`config.mk`:
```
export PLATFORM = sky130hd
export DESIGN_NAME = rs_wakeup_table
export DESIGN_NICKNAME = d
export VERILOG_FILES = /design/src/rtl/rs_wakeup_table.sv
export SDC_FILE = /design/constraint.sdc
export NUM_CORES = 1
export LEC_CHECK = 0
export BUFFER_PORTS_ARGS = -buffer_cell sky130_fd_sc_hd__buf_2
export CORE_MARGIN = 10
export CORE_UTILIZATION = 45
export CTS_CLUSTER_SIZE = 24
export DETAILED_ROUTE_END_ITERATION = 8
export SYNTH_ARGS = -nofsm -noshare
export SYNTH_HDL_FRONTEND = slang
export SYNTH_SLANG_ARGS = --single-unit
```
`constraint.sdc`:
```
create_clock -name clock -period 3.5 [get_ports clock]
set_clock_uncertainty 0.05 [all_clocks]
set_input_delay 0.175 -clock clock [delete_from_list [all_inputs] [get_ports clock]]
set_output_delay 0.175 -clock clock [all_outputs]
set_load 0.03 [all_outputs]
```
`src/rtl/rs_wakeup_table.sv`:
```
// Reservation-station wakeup table: tracks operand readiness and drives selector requests.
// Optional squash port enabled by defining RS_SQUASH_EN.
module rs_wakeup_table #(
  parameter int WIDTH    = 16,
  parameter int TAG_BITS = 6,
  localparam int IDX_BITS = $clog2(WIDTH)
) (
`ifdef RS_SQUASH_EN
  input  logic                squash,
`endif
  input  logic                clock,
  input  logic                reset,
  input  logic                dispatch_en,
  input  logic [TAG_BITS-1:0] dispatch_dest_tag,
  input  logic [TAG_BITS-1:0] dispatch_src1_tag,
  input  logic                dispatch_src1_rdy,
  input  logic [TAG_BITS-1:0] dispatch_src2_tag,
  input  logic                dispatch_src2_rdy,
  input  logic                cdb_en,
  input  logic [TAG_BITS-1:0] cdb_tag,
  input  logic [WIDTH-1:0]    gnt,
  output logic [WIDTH-1:0]    req,
  output logic                issue_valid,
  output logic [TAG_BITS-1:0] issue_dest_tag,
  output logic [IDX_BITS-1:0] issue_idx,
  output logic [IDX_BITS:0]   free_count,
  output logic                full
);

  logic [WIDTH-1:0]    valid_q, valid_d;
  logic [WIDTH-1:0]    src1_rdy_q, src1_rdy_d;
  logic [WIDTH-1:0]    src2_rdy_q, src2_rdy_d;
  logic [TAG_BITS-1:0] dest_q [WIDTH];
  logic [TAG_BITS-1:0] dest_d [WIDTH];
  logic [TAG_BITS-1:0] src1_q [WIDTH];
  logic [TAG_BITS-1:0] src1_d [WIDTH];
  logic [TAG_BITS-1:0] src2_q [WIDTH];
  logic [TAG_BITS-1:0] src2_d [WIDTH];

  logic                issue_valid_q, issue_valid_d;
  logic [TAG_BITS-1:0] issue_dest_tag_q, issue_dest_tag_d;
  logic [IDX_BITS-1:0] issue_idx_q, issue_idx_d;

  logic [WIDTH-1:0]    eff_gnt;
  logic [IDX_BITS-1:0] slot_idx;
  logic                slot_found;
  logic                dispatch_ok;
  logic                kill;
  logic [IDX_BITS:0]   free_cnt;

`ifdef RS_SQUASH_EN
  assign kill = squash;
`else
  assign kill = 1'b0;
`endif

  assign req         = valid_q & src1_rdy_q & src2_rdy_q;
  assign eff_gnt     = gnt & req;
  assign free_count  = free_cnt;
  assign full        = (free_cnt == '0);
  assign dispatch_ok = dispatch_en & slot_found;

  assign issue_valid    = issue_valid_q;
  assign issue_dest_tag = issue_dest_tag_q;
  assign issue_idx      = issue_idx_q;

  always_comb begin
    free_cnt = '0;
    for (int i = 0; i < WIDTH; i++) begin
      free_cnt = free_cnt + (IDX_BITS+1)'(!valid_q[i]);
    end
  end

  // Scan high to low so the lowest free index wins.
  always_comb begin
    slot_found = 1'b0;
    slot_idx   = '0;
    for (int i = WIDTH - 1; i >= 0; i--) begin
      if (!valid_q[i]) begin
        slot_found = 1'b1;
        slot_idx   = IDX_BITS'(i);
      end
    end
  end

  always_comb begin
    valid_d    = valid_q;
    src1_rdy_d = src1_rdy_q;
    src2_rdy_d = src2_rdy_q;
    dest_d     = dest_q;
    src1_d     = src1_q;
    src2_d     = src2_q;

    issue_valid_d    = |eff_gnt;
    issue_dest_tag_d = issue_dest_tag_q;
    issue_idx_d      = issue_idx_q;

    for (int i = 0; i < WIDTH; i++) begin
      if (valid_q[i] && cdb_en && src1_q[i] == cdb_tag)
        src1_rdy_d[i] = 1'b1;
      if (valid_q[i] && cdb_en && src2_q[i] == cdb_tag)
        src2_rdy_d[i] = 1'b1;
      if (eff_gnt[i]) begin
        valid_d[i]       = 1'b0;
        issue_dest_tag_d = dest_q[i];
        issue_idx_d      = IDX_BITS'(i);
      end
    end

    // Chosen slot is invalid pre-edge, so it never collides with a grant.
    if (dispatch_ok) begin
      valid_d[slot_idx]    = 1'b1;
      dest_d[slot_idx]     = dispatch_dest_tag;
      src1_d[slot_idx]     = dispatch_src1_tag;
      src2_d[slot_idx]     = dispatch_src2_tag;
      src1_rdy_d[slot_idx] = dispatch_src1_rdy |
                             (cdb_en && cdb_tag == dispatch_src1_tag);
      src2_rdy_d[slot_idx] = dispatch_src2_rdy |
                             (cdb_en && cdb_tag == dispatch_src2_tag);
    end

    if (kill) begin
      valid_d          = '0;
      issue_valid_d    = 1'b0;
      issue_dest_tag_d = issue_dest_tag_q;
      issue_idx_d      = issue_idx_q;
    end
  end

  always_ff @(posedge clock) begin
    if (reset) begin
      valid_q          <= '0;
      issue_valid_q    <= 1'b0;
      issue_dest_tag_q <= '0;
      issue_idx_q      <= '0;
    end else begin
      valid_q          <= valid_d;
      issue_valid_q    <= issue_valid_d;
      issue_dest_tag_q <= issue_dest_tag_d;
      issue_idx_q      <= issue_idx_d;
    end
  end

  // Payload is qualified by valid_q and needs no reset.
  always_ff @(posedge clock) begin
    src1_rdy_q <= src1_rdy_d;
    src2_rdy_q <= src2_rdy_d;
    dest_q     <= dest_d;
    src1_q     <= src1_d;
    src2_q     <= src2_d;
  end

endmodule

```
==> results of run 1 <==
-- cell families after synthesis --
| group | Yosys count | synth area share |
|---|---|---|
| DFF | 347 | 0.648 |
| and+or+nand+nor | 244 | 0.0890 |
| xor gates and xnor gates | 206 | 0.119 |
| AOI/OAI and AO/OA | 173 | 0.0813 |
| buffers and inverters | 84 | 0.0257 |
| muxes | 30 | 0.0198 |
| adders and majority gates | 15 | 0.0173 |
-- placed cells by master, fill, tap and decap left out, types with 7 or more instances in the layout --
master / n
clkbuf_1: 9
clkbuf_16: 37
xnor2_1: 78
buf_6: 7
clkinv_1: 7
and4_1: 11
nor2_1: 36
edfxtp_1: 288
nor4_1: 35
buf_4: 59
buf_2: 72
and3_1: 18
o211ai_1: 7
nand4_1: 22
xor2_1: 126
nand2_1: 51
inv_1: 23
a41oi_1: 24
o21a_1: 8
mux2i_1: 30
a21oi_1: 46
nor3_1: 23
fa_1: 8
dfxtp_1: 56
o21ai_0: 28
nand3_1: 15
-- metrics by stage --
step	utilization	setup TNS (ps)
finish	0.533	-3950
detailed placement	0.493	-1350
CTS	0.532	-4090
floorplan	-	-711
global route	0.533	-4650
global placement	0.493	-1140
-- power by group --
group	total, uW	leakage (uW)	internal [uW]	switching [uW]
Combinational	611	0.00261	218	393
Sequential	4560	0.00308	4520	39.0
Clock	3950	0.000594	2400	1550
Total	9130	0.00628	7150	1980
-- cell usage after synthesis (all sizes together), types with 7 or more instances --
cell | instances | area (um^2)
a211oi | 8 | 82.6
a21oi | 49 | 249
a41oi | 25 | 226
and3 | 18 | 113
and4 | 11 | 96.3
buf | 43 | 235
clkbuf | 12 | 45.0
dfxtp | 59 | 1180
edfxtp | 288 | 8650
fa | 10 | 200
inv | 29 | 109
mux2i | 30 | 300
nand2 | 51 | 191
nand3 | 15 | 75.1
nand4 | 27 | 209
nor2 | 39 | 149
nor3 | 29 | 171
nor4 | 36 | 225
o211ai | 7 | 52.6
o21a | 9 | 67.6
o21ai | 30 | 154
xnor2 | 80 | 701
xor2 | 126 | 1100
-- routing by layer --
layer / vias up / routed length, um
li1: 4386 / -
met1: 4953 / 17800
met2: 345 / 21300
met3: 91 / 2230
met4: 0 / 1540
met5: - / 0
-- cell type report --
class	instances	area (um^2)	share of cell area
sequential	347	9830	0.553
multi-input combinational	668	5070	0.285
clock buffer	50	1010	0.0571
timing repair buffer	143	972	0.0547
tap	448	561	0.0315
clock inverter	17	211	0.0119
inverter	29	111	0.00627
-- registers in the layout, summed over array words and instances, names as in the netlist --
signal	flops
dest_q	96
src1_q	96
src2_q	96
src1_rdy_q	16
src2_rdy_q	16
valid_q	16
issue_dest_tag	6
issue_idx	4
issue_valid	1
-- timing repair --
item | CTS | global route
pin swaps | 2 | 4
hold buffers | 1 | 0
endpoints found under the hold margin | 1 | 0
gates resized for setup | 12 | 2
buffers inserted | 3 | 1
endpoints found under the setup margin | 6 | 6
-- final timing paths --
check / to / slack [ps]
setup reg to reg: src1_q[14] / 730
setup / recovery: full / -830
hold reg to reg: issue_idx[3] / 410
hold / removal: dest_q[28] / 20
==> metrics, run 1 <==
status complete, but fails checks; failing checks negative setup slack; Levels on crit path 14; Critical Path Source valid_q[11]; WS Path Type flop to primary output; Critical Path Sink Type primary output; critical path's top delay family adder cells; P&R area growth vs syn 17.1%; first-pass GRT wire length around 64 mm; clock buffer count from CTS 37; placed cell area 16500 um^2; Power Dens Cells 514 nW/um^2; Vias/cell about 5.7; DRT antenna net count 0; dominant synthesized flop cell edfxtp_1; slowest CP cell fa_1; vias in the first global route 9954; Synth Area per Inst 13.8 um^2; Routed WL 42.9 mm; Starting Density 0.455; Overall Power 9130 uW; CP required around 3300 ps; die height 204 um; Hold Crit Depth 1; full die area 41500 um^2; clock slew seen by the registers of the worst setup and hold paths 60 ps; Rows 67; M2 GR Usage 0.349; GRT Resource Usage Total 0.204; slowest stage delay, CP roughly 530 ps; Seq/Total Area, Yosys 0.648; vias post-DR a little under 10000; Cell Area, Synth 15200 um^2; antenna violations before repair 0; Worst setup SP type flop; post-DP HPWL 28.3 mm; pre-CTS setup slack -472 ps; RSZ-0062 raised after global routing true; RD Place Congestion 0.905; Sink Count 347; min-delay worst type input pin to flop; WL per Instance ~25 um; Peak VDD IR 0.351 mV; Crit path buffers/inverters 5; FF+latch count, synth between 300 and 400; Yosys cell types 66; GR peak layer met2; Layout Cells excl Fill 1702; Clock Latency Late Sink 520 ps; R2R cell count 7; critical path cell sequence inv_2 -> fa_1 -> inv_1 -> fa_1 -> inv_2 -> fa_1 -> fa_1 -> ha_2 -> inv_2 -> fa_2 -> nor2b_1 -> o21a_2 -> nor4_4 -> buf_6; reg-to-reg startpoint valid_q[0]; crit path time final 4330 ps; CTS HTree Levels 2; Synth Net Count between 1000 and 1500; # diodes 0; P_leak about 0.0063 uW; Port Buffers 78; drc violations 0; Root Buffer clkbuf_16; Placed Cells 1630; max cap viols 0; Fin Hold WS between 15 and 20 ps; first-iteration detailed-routing DRC count 744; hold_sp dispatch_dest_tag[4]; share of cells above drive strength 1 0.187; Final Cell Area between 15000 and 20000 um^2; cell count after synthesis around 1100; final worst path period share 1.24; Crit path arrival time 4110 ps; met1 global-route usage 0.258; CTS max path bufs 3; TritonCTS clock tree built; asr flop ratio synth 0; largest net degree at the start of global routing 24; most used cell along the critical path fa_1; GRT met3 Usage 0.0273; Ports 79; number of flops mapped to enable cells by yosys 288; Rel. slew slack 0.230; Setup Viol. Count Final 6; Pre-antenna DRT Iters 7; Worst-Margin Slew 1150 ps; final hold violations 0; crit path max fanout 2; PnR worst setup slack -833 ps; total gr overflow 0; Fmax 231 MHz; filler instances just under 3000; core box area around 33000 um^2; Die X-Extent 204 um; final-report max-slew violation count 0; yosys warns 0; Final nets 1287
Power figures use the tool's default switching activity.
==> run 2: changes to the inputs <==
--- a/config.mk
+++ b/config.mk
@@ -7,9 +7,11 @@
 export LEC_CHECK = 0
 export BUFFER_PORTS_ARGS = -buffer_cell sky130_fd_sc_hd__buf_2
 export CORE_MARGIN = 10
-export CORE_UTILIZATION = 45
+export CORE_UTILIZATION = 50
+export CTS_BUF_LIST = sky130_fd_sc_hd__clkbuf_4 sky130_fd_sc_hd__clkbuf_8
 export CTS_CLUSTER_SIZE = 24
 export DETAILED_ROUTE_END_ITERATION = 8
+export PLACE_DENSITY = 0.7
 export SYNTH_ARGS = -nofsm -noshare
 export SYNTH_HDL_FRONTEND = slang
 export SYNTH_SLANG_ARGS = --single-unit
==> metrics, run 2 (same netlist as run 1, synthesis figures left out) <==
Die X-Extent 194 um; Critical Path Source valid_q[11]; Setup Viol. Count Final 6; hold_sp dispatch_src1_tag[0]; failing checks negative setup slack; Power Dens Cells 508 nW/um^2; crit path max fanout 2; status complete, but fails checks; Worst-Margin Slew 1160 ps; WL per Instance 24.6 um; Peak VDD IR 0.324 mV; full die area 37700 um^2; min-delay worst type input pin to flop; Rows 63; clock buffer count from CTS 54; Crit path arrival time 4320 ps; RSZ-0062 raised after global routing true; Routed WL 41.4 mm; PnR worst setup slack -1050 ps; Hold Crit Depth 1; CP required ~3300 ps; Clock Latency Late Sink roughly 580 ps; post-DP HPWL 26.7 mm; commonest non-fill, non-tap cell in the layout edfxtp_1; Pre-antenna DRT Iters 5; first-iteration detailed-routing DRC count 919; vias post-DR 9953; crit path time final 4550 ps; area of the multi-input gates 5080 um^2; final worst path period share 1.30; reg-to-reg startpoint valid_q[0]; Hold Path Sink src1_q[48]; most frequent cells in the layout edfxtp_1, xor2_1, xnor2_1; antenna violations before repair 1; max cap viols 0; GRT Resource Usage Total 0.213; DRT antenna net count 0; Root Buffer clkbuf_8; pre-CTS setup slack -525 ps; core box area 29800 um^2; Port Buffers 78; final hold violations 0; Worst setup SP type flop; vias in the first global route between 10000 and 15000; first-pass GRT wire length 62.3 mm; filler instances 2310; Critical Path Sink Type primary output; Sink Count 347; # diodes 0; Vias/cell 5.90; total gr overflow 0; WS Path Type flop to primary output; TritonCTS clock tree built; Rel. slew slack 0.221; largest registers dest_q (96), src1_q (96), src2_q (96); P_leak 0.00637 uW; R2R Setup Slk slightly above 700 ps; share of cells above drive strength 1 0.217; Starting Density 0.509; Reg area 9830 um^2; final-report max-slew violation count 0; R2R cell count 7; P&R area growth vs syn 17.3%; Final nets about 1300; Fmax 220 MHz; die height 194 um; Ports 79; RD Place Congestion 0.899; CTS HTree Levels 2; CTS max path bufs 3; largest net degree at the start of global routing 27; clock slew seen by the registers of the worst setup and hold paths about 60 ps; reg2reg end src2_q[41]; Fin Hold WS 53.2 ps; drc violations 0
-- run 2: cell types whose count changed in the layout (fill, tap and decap cells not counted), moves of 2 or more --
cell           previous run  this run
clkbuf_16                37         0
clkinv_2                  2         8
buf_6                     7        12
inv_6                     2         0
buf_12                    4         0
buf_4                    59        56
clkbuf_1                  9         0
clkbuf_8                  4        68
dlygate4sd3_1             1         9
clkbuf_4                  0        12
-- run 2: worst max path at each step --
| stage | to | slack [ps] | cells after the start |
|---|---|---|---|
| 2_1_floorplan | full | -460 | 11 |
| 3_3_place_gp | full | -480 | 13 |
| 3_5_place_dp | full | -530 | 13 |
| 4_1_cts | full | -1050 | 13 |
| 5_1_grt | full | -1170 | 13 |
| 6_report | full | -1050 | 13 |
-- run 2: metrics by stage --
| step | setup TNS, ps | power, uW | utilization | instances | instance area [um^2] |
|---|---|---|---|---|---|
| after floorplan | -711 | 4980 | - | 1099 | 15300 |
| after global placement | -1340 | 5210 | 0.548 | 1569 | 16300 |
| after detailed placement | -1560 | 5230 | 0.548 | 1569 | 16300 |
| after CTS | -4930 | 9070 | 0.596 | 1685 | 17800 |
| after global routing | -5550 | 9320 | 0.597 | 1686 | 17800 |
| final | -4840 | 9030 | 0.597 | 1686 | 17800 |
-- run 2: critical path, cell delays in order (launching register included) --
cell and delay, ps:
dfxtp_2 330, inv_2 40, fa_1 530, inv_1 50, fa_1 490, inv_2 40
fa_1 450, fa_1 560, ha_4 150, inv_2 40, fa_2 540, nand2b_1 90
nor4_4 270, buf_6 180
-- run 2: timing repair --
item | in CTS | in global routing
pin swaps | 4 | 5
resized for setup | 20 | 6
hold endpoints to repair | 96 | 0
endpoints found under the setup margin | 6 | 6
cloned | 0 | 0
hold buffers | 9 | 0
setup buffers | 5 | 2
-- run 2: layout make-up --
cell class                      count  area share
Sequential cell                   347       0.553
Multi-Input combinational cell    668       0.285
Clock buffer                       80      0.0576
Timing Repair Buffer              150      0.0574
Tap cell                          390      0.0274
Clock inverter                     22      0.0134
Inverter                           29     0.00640
-- run 2: power breakdown --
| part | internal [uW] | switching [uW] |
|---|---|---|
| combinational | 246 | 400 |
| sequential | 4520 | 35.3 |
| clock | 2260 | 1570 |
-- run 2: metal layers --
layer,up-vias,global-route usage,part of all wire,routed length (um)
li1,4436,-,-,-
met1,5026,0.271,0.41,16900
met2,426,0.364,0.50,20700
met3,63,0.0346,0.068,2810
met4,2,0.0633,0.023,947
met5,-,0,0.00017,7
==> run 3: changes to the inputs <==
--- a/config.mk
+++ b/config.mk
@@ -5,6 +5,7 @@
 export SDC_FILE = /design/constraint.sdc
 export NUM_CORES = 1
 export LEC_CHECK = 0
+export ABC_AREA = 1
 export BUFFER_PORTS_ARGS = -buffer_cell sky130_fd_sc_hd__buf_2
 export CORE_MARGIN = 10
 export CORE_UTILIZATION = 50
==> metrics, run 3 <==
internal power approximately 6900 uW; Sink Count 347; RD Place Congestion 0.881; Routed WL 43.1 mm; WS Path Type flop to primary output; Power Dens Cells ~500 nW/um^2; Switching Power 2050 uW; final hold violations 0; post-DP HPWL 28.5 mm; Yosys top cell by area edfxtp_1; RSZ-0062 raised after global routing true; clock buffer count from CTS 54; Vias/cell 5.79; asr flop ratio synth 0; die height 194 um; area of the multi-input gates 4780 um^2; total gr overflow 0; number of flops mapped to enable cells by yosys 288; commonest non-fill, non-tap cell in the layout edfxtp_1; Port Buffers 78; Comb power frac 0.081; Synth Area per Inst 11.1 um^2; most used cell along the critical path fa_1; clock network power share 0.409; core box area ~30000 um^2; DRT antenna net count 0; Cell Area, Synth 15200 um^2; CTS max path bufs 3; Switching Share 0.229; filler instances approximately 2400; share of cells above drive strength 1 0.188; Critical Path Sink Type primary output; Setup Viol. Count Final 6; cell count after synthesis 1370; drc violations 0; yosys warns 0; pre-CTS setup slack -574 ps; largest registers dest_q (96), src1_q (96), src2_q (96); clock slew seen by the registers of the worst setup and hold paths 70 ps; P_leak 0.00701 uW; Yosys cell types 48; top post-synthesis cells by area edfxtp_1, dfxtp_1, nand2_1, nor2_1, inv_1; PnR worst setup slack -1160 ps; Pre-antenna DRT Iters 6; Seq/Total Area, Yosys 0.647; min-delay worst type input pin to flop; TritonCTS clock tree built; status complete, but fails checks; Fin Hold WS 33.3 ps; share of the synthesized area in the top cell type 0.569; WL per Instance roughly 22 um; Clock Latency Late Sink slightly below 600 ps; final worst path period share 1.33; final-report max-slew violation count 0; Ports 79; most frequent cells in the layout edfxtp_1, nand2_1, nor2_1; Crit path arrival time 4440 ps; vias in the first global route 11200; P&R area growth vs syn 17.6%; first-iteration detailed-routing DRC count about 1100; critical path cell sequence inv_2 -> fa_1 -> inv_2 -> fa_1 -> inv_2 -> fa_1 -> fa_1 -> ha_4 -> inv_4 -> fa_2 -> inv_4 -> nor3_2 -> nor3b_4 -> buf_6; Fmax approximately 210 MHz; Final nets 1594; antenna violations before repair 0; Synth top cells by count edfxtp_1, nand2_1, nor2_1; Starting Density 0.510; Seq pwr share 0.510; GRT Resource Usage Total 0.221; # diodes 0; Root Buffer clkbuf_8; FF+latch count, synth 347; largest net degree at the start of global routing 49; Worst setup SP type flop; Rows 63; failing checks negative setup slack; Die X-Extent 194 um; vias post-DR 11400; count leader, synth edfxtp_1; max cap viols 0; Synth Net Count around 1400; crit path time final 4660 ps; slowest stage delay, CP 560 ps; slowest CP cell fa_1; Worst-Margin Slew 786 ps; crit path max fanout 2; CP required 3270 ps; Peak VDD IR between 0.3 and 0.4 mV; first-pass GRT wire length 65.1 mm; full die area 37700 um^2; CTS HTree Levels 2; dominant synthesized flop cell edfxtp_1; Reg area between 9000 and 10000 um^2; Rel. slew slack 0.475
## run 3: path summary, 6_finish.rpt
path | end | cells after the start | start | slack, ps
max | full | 14 | valid_q[11] | -1160
max reg2reg | src1_q[74] | 11 | valid_q[12] | 580
min reg2reg | issue_dest_tag[2] | 2 | issue_dest_tag[2] | 400
min | valid_q[13] | 4 | gnt[13] | 30
## run 3: critical path, delay by kind of cell (launching register included)
kind                       cells  cell delay [ps]
and+or+nand+nor                2              350
buffers and inverters          6              350
DFF                            1              340
adders and majority gates      6             2810
## run 3: per-stage QoR
stage	instance area [um^2]	std cells	setup TNS, ps	total power, uW	utilization
CTS	17800	1966	-4720	8970	0.598
global placement	16400	1847	-1230	5290	0.550
floorplan	15300	1370	-546	5020	-
global route	17900	1968	-5740	9240	0.600
finish	17900	1968	-4990	8950	0.600
detailed placement	16400	1847	-1480	5300	0.550
## run 3: logic make-up (layout without fill, tap and decap cells)
logic type | Yosys count | count (layout) | synth area share
XOR/XNOR | 65 | 65 | 0.0375
AO/OA/AOI/OAI | 249 | 249 | 0.106
AND/OR/NAND/NOR | 519 | 519 | 0.147
adder cells (fa/ha/maj) | 15 | 15 | 0.0173
flip-flops | 347 | 347 | 0.647
buffers and inverters | 175 | 383 | 0.0451
## run 3: area by class of cell
type,count,area share
Sequential cell,347,0.550
Multi-Input combinational cell,848,0.267
Timing Repair Buffer,153,0.0597
Clock inverter,9,0.00385
Clock buffer,92,0.0639
Tap cell,390,0.0273
Inverter,129,0.0274
## run 3: repair_timing
item | 4_1_cts | 5_1_grt
pin swaps | 2 | 2
setup endpoints to repair | 6 | 6
hold buffers | 14 | 0
hold endpoints to repair | 111 | 0
gates resized for setup | 19 | 6
setup buffers | 4 | 3
## run 3: power groups by stage
stage               Sequential, uW  Combinational, uW  Clock [uW]
floorplan                     4650                367           0
global placement              4650                639           0
detailed placement            4650                651           0
CTS                           4560                708        3690
global route                  4570                785        3890
finish                        4560                729        3660
## run 3: metal layers
metal / part of all wire / track usage
met5: 0 / 0
met3: 0.096 / 0.0434
met4: 0.029 / 0.0727
met2: 0.48 / 0.370
met1: 0.39 / 0.281
